[src/rtl/hazard_ctrl.sv]
// ---------------------------------------------------------------------------
// hazard_ctrl
//
// Central stall/flush sequencer for the 5-stage pipelined ARMv8 core. It
// resolves three hazard sources, in this priority order:
//   1. taken-branch redirects
//   2. multi-cycle EX operations (MUL/DIV)
//   3. load-use dependencies
//
// Optional feature: define HAZ_PERF_EN to add the saturating performance
// counters stall_cnt and flush_cnt. Without the macro those ports and their
// logic are absent, and the rest of the behaviour is unchanged.
//
// Parameters:
//   MULTI_LAT  EX residency of a multi-cycle op, in cycles (2..16).
//              A multi-cycle op produces MULTI_LAT-1 stall cycles.
//   REG_W      register specifier width. The all-ones specifier (XZR)
//              never creates a hazard.
//
// Ports:
//   clk          rising-edge clock
//   Reset_n      asynchronous, active-low reset
//   id_rn/id_rm  ID-stage source registers
//   id_use_rn/rm ID instruction actually reads id_rn / id_rm
//   ex_rd        EX-stage destination register
//   ex_memread   EX instruction is a load
//   ex_mc        EX instruction is a multi-cycle op
//   br_taken     an older branch resolved taken this cycle
//   stall_*      hold the PC, IF/ID and ID/EX pipeline registers
//   flush_*      load a bubble into IF/ID, ID/EX and EX/MEM at the next edge
//   mc_busy      a multi-cycle sequence is in progress
//   stall_cnt    (HAZ_PERF_EN) number of cycles with stall_pc=1
//   flush_cnt    (HAZ_PERF_EN) number of cycles with br_taken=1
// ---------------------------------------------------------------------------
module hazard_ctrl #(
    parameter int MULTI_LAT = 4,
    parameter int REG_W     = 5
) (
    input  logic             clk,
    input  logic             Reset_n,
    input  logic [REG_W-1:0] id_rn,
    input  logic [REG_W-1:0] id_rm,
    input  logic             id_use_rn,
    input  logic             id_use_rm,
    input  logic [REG_W-1:0] ex_rd,
    input  logic             ex_memread,
    input  logic             ex_mc,
    input  logic             br_taken,
    output logic             stall_pc,
    output logic             stall_ifid,
    output logic             stall_idex,
    output logic             flush_ifid,
    output logic             flush_idex,
    output logic             flush_exmem,
    output logic             mc_busy
`ifdef HAZ_PERF_EN
    ,
    output logic [31:0]      stall_cnt,
    output logic [31:0]      flush_cnt
`endif
);

    typedef enum logic [1:0] {
        RUN     = 2'd0,
        MC_BUSY = 2'd1,
        MC_DONE = 2'd2
    } state_t;

    // The RUN cycle is the first stall cycle and MC_DONE is the release
    // cycle. That leaves MULTI_LAT-2 MC_BUSY cycles, so the counter is
    // loaded with MULTI_LAT-3 and terminates on zero.
    localparam logic [3:0] LP_CNT_INIT = (MULTI_LAT > 2) ? 4'(MULTI_LAT - 3) : 4'd0;

    state_t     r_state;
    state_t     w_state_nxt;
    logic [3:0] r_cnt;
    logic [3:0] w_cnt_nxt;
    logic       w_lu;

    // XZR reads as zero, so a load targeting it can never feed a consumer.
    assign w_lu = ex_memread && (ex_rd != '1) &&
                  ((id_use_rn && (id_rn == ex_rd)) ||
                   (id_use_rm && (id_rm == ex_rd)));

    always_comb begin
        stall_pc    = 1'b0;
        stall_ifid  = 1'b0;
        stall_idex  = 1'b0;
        flush_ifid  = 1'b0;
        flush_idex  = 1'b0;
        flush_exmem = 1'b0;
        mc_busy     = 1'b0;
        w_state_nxt = r_state;
        w_cnt_nxt   = r_cnt;

        if (!Reset_n) begin
            // Every output reads 0 while reset is held, even mid-sequence.
            w_state_nxt = RUN;
            w_cnt_nxt   = 4'd0;
        end else if (br_taken) begin
            // The ID/EX flush kills any in-flight multi-cycle op,
            // so the sequence is abandoned.
            flush_ifid  = 1'b1;
            flush_idex  = 1'b1;
            w_state_nxt = RUN;
        end else begin
            case (r_state)
                RUN: begin
                    if (ex_mc) begin
                        stall_pc    = 1'b1;
                        stall_ifid  = 1'b1;
                        stall_idex  = 1'b1;
                        flush_exmem = 1'b1;
                        mc_busy     = 1'b1;
                        if (MULTI_LAT == 2) begin
                            w_state_nxt = MC_DONE;
                        end else begin
                            w_state_nxt = MC_BUSY;
                            w_cnt_nxt   = LP_CNT_INIT;
                        end
                    end else if (w_lu) begin
                        stall_pc   = 1'b1;
                        stall_ifid = 1'b1;
                        flush_idex = 1'b1;
                    end
                end
                MC_BUSY: begin
                    stall_pc    = 1'b1;
                    stall_ifid  = 1'b1;
                    stall_idex  = 1'b1;
                    flush_exmem = 1'b1;
                    mc_busy     = 1'b1;
                    if (r_cnt == 4'd0) begin
                        w_state_nxt = MC_DONE;
                    end else begin
                        w_cnt_nxt = r_cnt - 4'd1;
                    end
                end
                MC_DONE: begin
                    // ex_mc is ignored here so that the finished op
                    // advances into MEM.
                    w_state_nxt = RUN;
                    if (w_lu) begin
                        stall_pc   = 1'b1;
                        stall_ifid = 1'b1;
                        flush_idex = 1'b1;
                    end
                end
                default: begin
                    w_state_nxt = RUN;
                end
            endcase
        end
    end

    always_ff @(posedge clk or negedge Reset_n) begin
        if (!Reset_n) begin
            r_state <= RUN;
            r_cnt   <= 4'd0;
        end else begin
            r_state <= w_state_nxt;
            r_cnt   <= w_cnt_nxt;
        end
    end

`ifdef HAZ_PERF_EN
    // Both counters saturate instead of wrapping, so that a long run still
    // reads as "at least" this many events.
    always_ff @(posedge clk or negedge Reset_n) begin
        if (!Reset_n) begin
            stall_cnt <= 32'd0;
            flush_cnt <= 32'd0;
        end else begin
            if (stall_pc && (stall_cnt != 32'hFFFF_FFFF)) begin
                stall_cnt <= stall_cnt + 32'd1;
            end
            if (br_taken && (flush_cnt != 32'hFFFF_FFFF)) begin
                flush_cnt <= flush_cnt + 32'd1;
            end
        end
    end
`endif

endmodule

[config.mk]
export PLATFORM = sky130hd
export DESIGN_NAME = hazard_ctrl
export DESIGN_NICKNAME = d
export VERILOG_FILES = /design/src/rtl/hazard_ctrl.sv
export SDC_FILE = /design/constraint.sdc
export NUM_CORES = 1
export LEC_CHECK = 0
export CORE_MARGIN = 2
export CORE_UTILIZATION = 41
export CTS_CLUSTER_DIAMETER = 120
export DETAILED_ROUTE_END_ITERATION = 7
export GPL_ROUTABILITY_DRIVEN = 0
export PLACE_DENSITY = 0.83
export SYNTH_ARGS = -nofsm -noshare
export SYNTH_HDL_FRONTEND = slang
export SYNTH_SLANG_ARGS = --single-unit
[constraint.sdc]
create_clock -name clk -period 3.5 [get_ports clk]
set_input_delay 0.7 -clock clk [delete_from_list [all_inputs] [get_ports clk]]
set_output_delay 0.7 -clock clk [all_outputs]
set_load 0.02 [all_outputs]
==> metrics.txt <==
Tcrit/Tclk final=0.9333; Hold Buf Count CTS=0; CTS tree=done; pre-CTS WS=-92.91 ps; vias in the first global route=447; most common cell after layout, fill and taps aside=clkdlybuf4s50_1; crit path max fanout=3; CP cell instances=clkdlybuf4s50_1, xor2_1, nor4_1, a32oi_1, o41ai_1, dlygate4sd2_1; status=finished clean; fin cells=111; CORE AREA=1285 um2; Worst R2R Setup Slack=1630 ps; Worst R2R End=r_cnt[2]; hold path depth=3; crit path time final=3266 ps; Cell Area, Placed=864.6 um2; Remaining Overflow, GRT=0; Netlist cell types=29; Die Span Y=40.65 um; deepest clock path buffer count=2; Post-Synth XOR/XNOR Area=0.1591; Synth Area in Adders=0.04545; RSZ-0062 raised after global routing=false; Final Routed Wirelength=1.273 mm; Ports=29; Clock Skew=1.695 ps; port bufs=28; Final setup violation count=0; post-synthesis compound-gate area fraction=0.1295; Crit. End Element=primary output; hold_sp=r_cnt[3]; largest net degree at the start of global routing=13; vias per cell=5.153; Min-Delay Endpoint=r_state[1]; Initial Util=0.4284; #FFs+latches synth=6; Area growth, synth to finish=60.45%; PnR worst setup slack=233.6 ps; Clock Sinks=6; Slew HR=0.7803; Synth top area share=0.2727; post-CTS setup buffer count=0; Peak supply drop=0.0001733 V; drt pass-1 iters=4; Worst setup SP type=input pin; Reg-to-Reg Start=r_cnt[0]; Util after Layout=0.6874; DP HPWL=1.119 mm; Syn Std Cell Area=550.5 um2; DIE WIDTH=40.65 um; Syn Area/Cell=8.739 um2; CTS Buf Count=3; CP max stage delay=470 ps; critical path data arrival time=2570 ps; Final Power=0.2157 mW; first-pass GRT wire length=1.704 mm; top post-synthesis cells by area=dfrtp_1 (27%), xor2_1 (13%), ha_1 (4.5%), buf_4 (4.1%), nor2_1 (4.1%); most frequent cells in the layout=clkdlybuf4s50_1 (25), xor2_1 (8), nor2_1 (6), dfrtp_1 (6); Net count, final=122; layout cells sized above 1=0.1250; Peak Freq=306.2 MHz; worst hold path type=reg2reg; Setup CP Type=in2out; synthesized instance count=63; initial drt markers=7; vias=572; Placed Cells=108; PostCTS Resize Cnt=3; Syn. warnings=0; Finished Cell Area=883.3 um2; Final Max Slew Viols=0; DRC=0; Slowest cell on crit path=clkdlybuf4s50_1; insertion delay to the later sink of the worst-skew pair=240 ps; R2R depth=6; H-tree depth=1; mux contribution to synthesized area=0.03636; Lkg Pwr=0.3988 nW; Antenna diodes=0; routed len/inst=11.47 um; Antenna Nets Post-Route=0; Yosys top cell by area=dfrtp_1; clk root buf=clkbuf_4; simple-gate area share of the yosys netlist=0.2818; Max Cap Viol=0; final hold vios=0; Req. time, crit path=2800 ps; power per cell area=244.1 nW/um2; Worst-Margin Slew=325.3 ps; post-synthesis net count=87; clk slew on worst S/H paths=40 ps; sequential share of the synthesized area=0.2727; initial antenna violation count=0; row cnt=13; Die ar.=1652 um2; total track usage=0.1549; largest family of logic cells by synthesized area=simple AND/OR/NAND/NOR gates
==> registers in the layout, summed over array words and instances, names as in the netlist <==
name	count
r_cnt	4
r_state	2
==> kinds of logic after synthesis <==
family	Yosys count
xor gates and xnor gates	10
AOI/OAI and AO/OA	9
DFF	6
and+or+nand+nor	26
adders and majority gates	2
buffers and inverters	8
muxes	2
==> per-layer routing <==
metal	routed length, um	up-vias	global-route usage
li1	-	288	-
met1	477	248	0.1711
met2	569	34	0.2698
met3	205	2	0.03261
met4	21	0	0.09167
met5	0	-	0
==> per-stage QoR <==
stage                     hold slack (ps)  TNS (ps)
after detailed placement            549.0    -233.9
after global placement              545.3    -113.0
after floorplan                     404.4         0
final                               559.4         0
after CTS                           556.0         0
after global routing                592.6         0
==> where the power goes <==
group,total [mW],switching [mW],internal (mW)
Sequential,0.0745,0.00213,0.0723
Combinational,0.0795,0.0327,0.0468
Clock,0.0617,0.0230,0.0386
==> worst max path at each step <==
stage / from / endpoint / slack [ps] / depth (start not counted)
6_report: ex_rd[4] / stall_pc / 230 / 6
5_1_grt: ex_rd[4] / stall_pc / 90 / 6
4_1_cts: ex_rd[4] / stall_pc / 220 / 6
3_5_place_dp: ex_rd[4] / stall_pc / -90 / 6
3_3_place_gp: ex_rd[2] / stall_ifid / -60 / 6
2_1_floorplan: ex_rd[2] / stall_pc / 370 / 5
==> layout make-up <==
cell class	count	area (um2)
Fill cell	111	401.6
Tap cell	15	18.77
Sequential cell	6	150.1
Clock buffer	3	22.52
Timing Repair Buffer	33	314.1
Inverter	5	18.77
Multi-Input combinational cell	49	359.1
==> worst max-delay path, delay by kind of cell <==
family	cells	cell delay, ps
buffers and inverters	2	850
and+or+nand+nor	1	240
AOI/OAI and AO/OA	2	580
xor gates and xnor gates	1	190
==> synth_stat cells (all sizes together) <==
library cell  number
nor2b              2
or3b               1
nor4               2
o31a               1
or2b               1
a21boi             1
nand2b             2
ha                 2
xor2               8
buf                3
dfrtp              6
nand2              3
nor3               3
xnor2              2
or3                1
a32oi              1
or2                1
and4bb             1
and2               1
nor3b              1
nor2               6
o41ai              2
inv                5
o31ai              1
mux2i              2
o21a               1
nand3              1
o21ai              1
o21bai             1
Power figures use the tool's default switching activity.
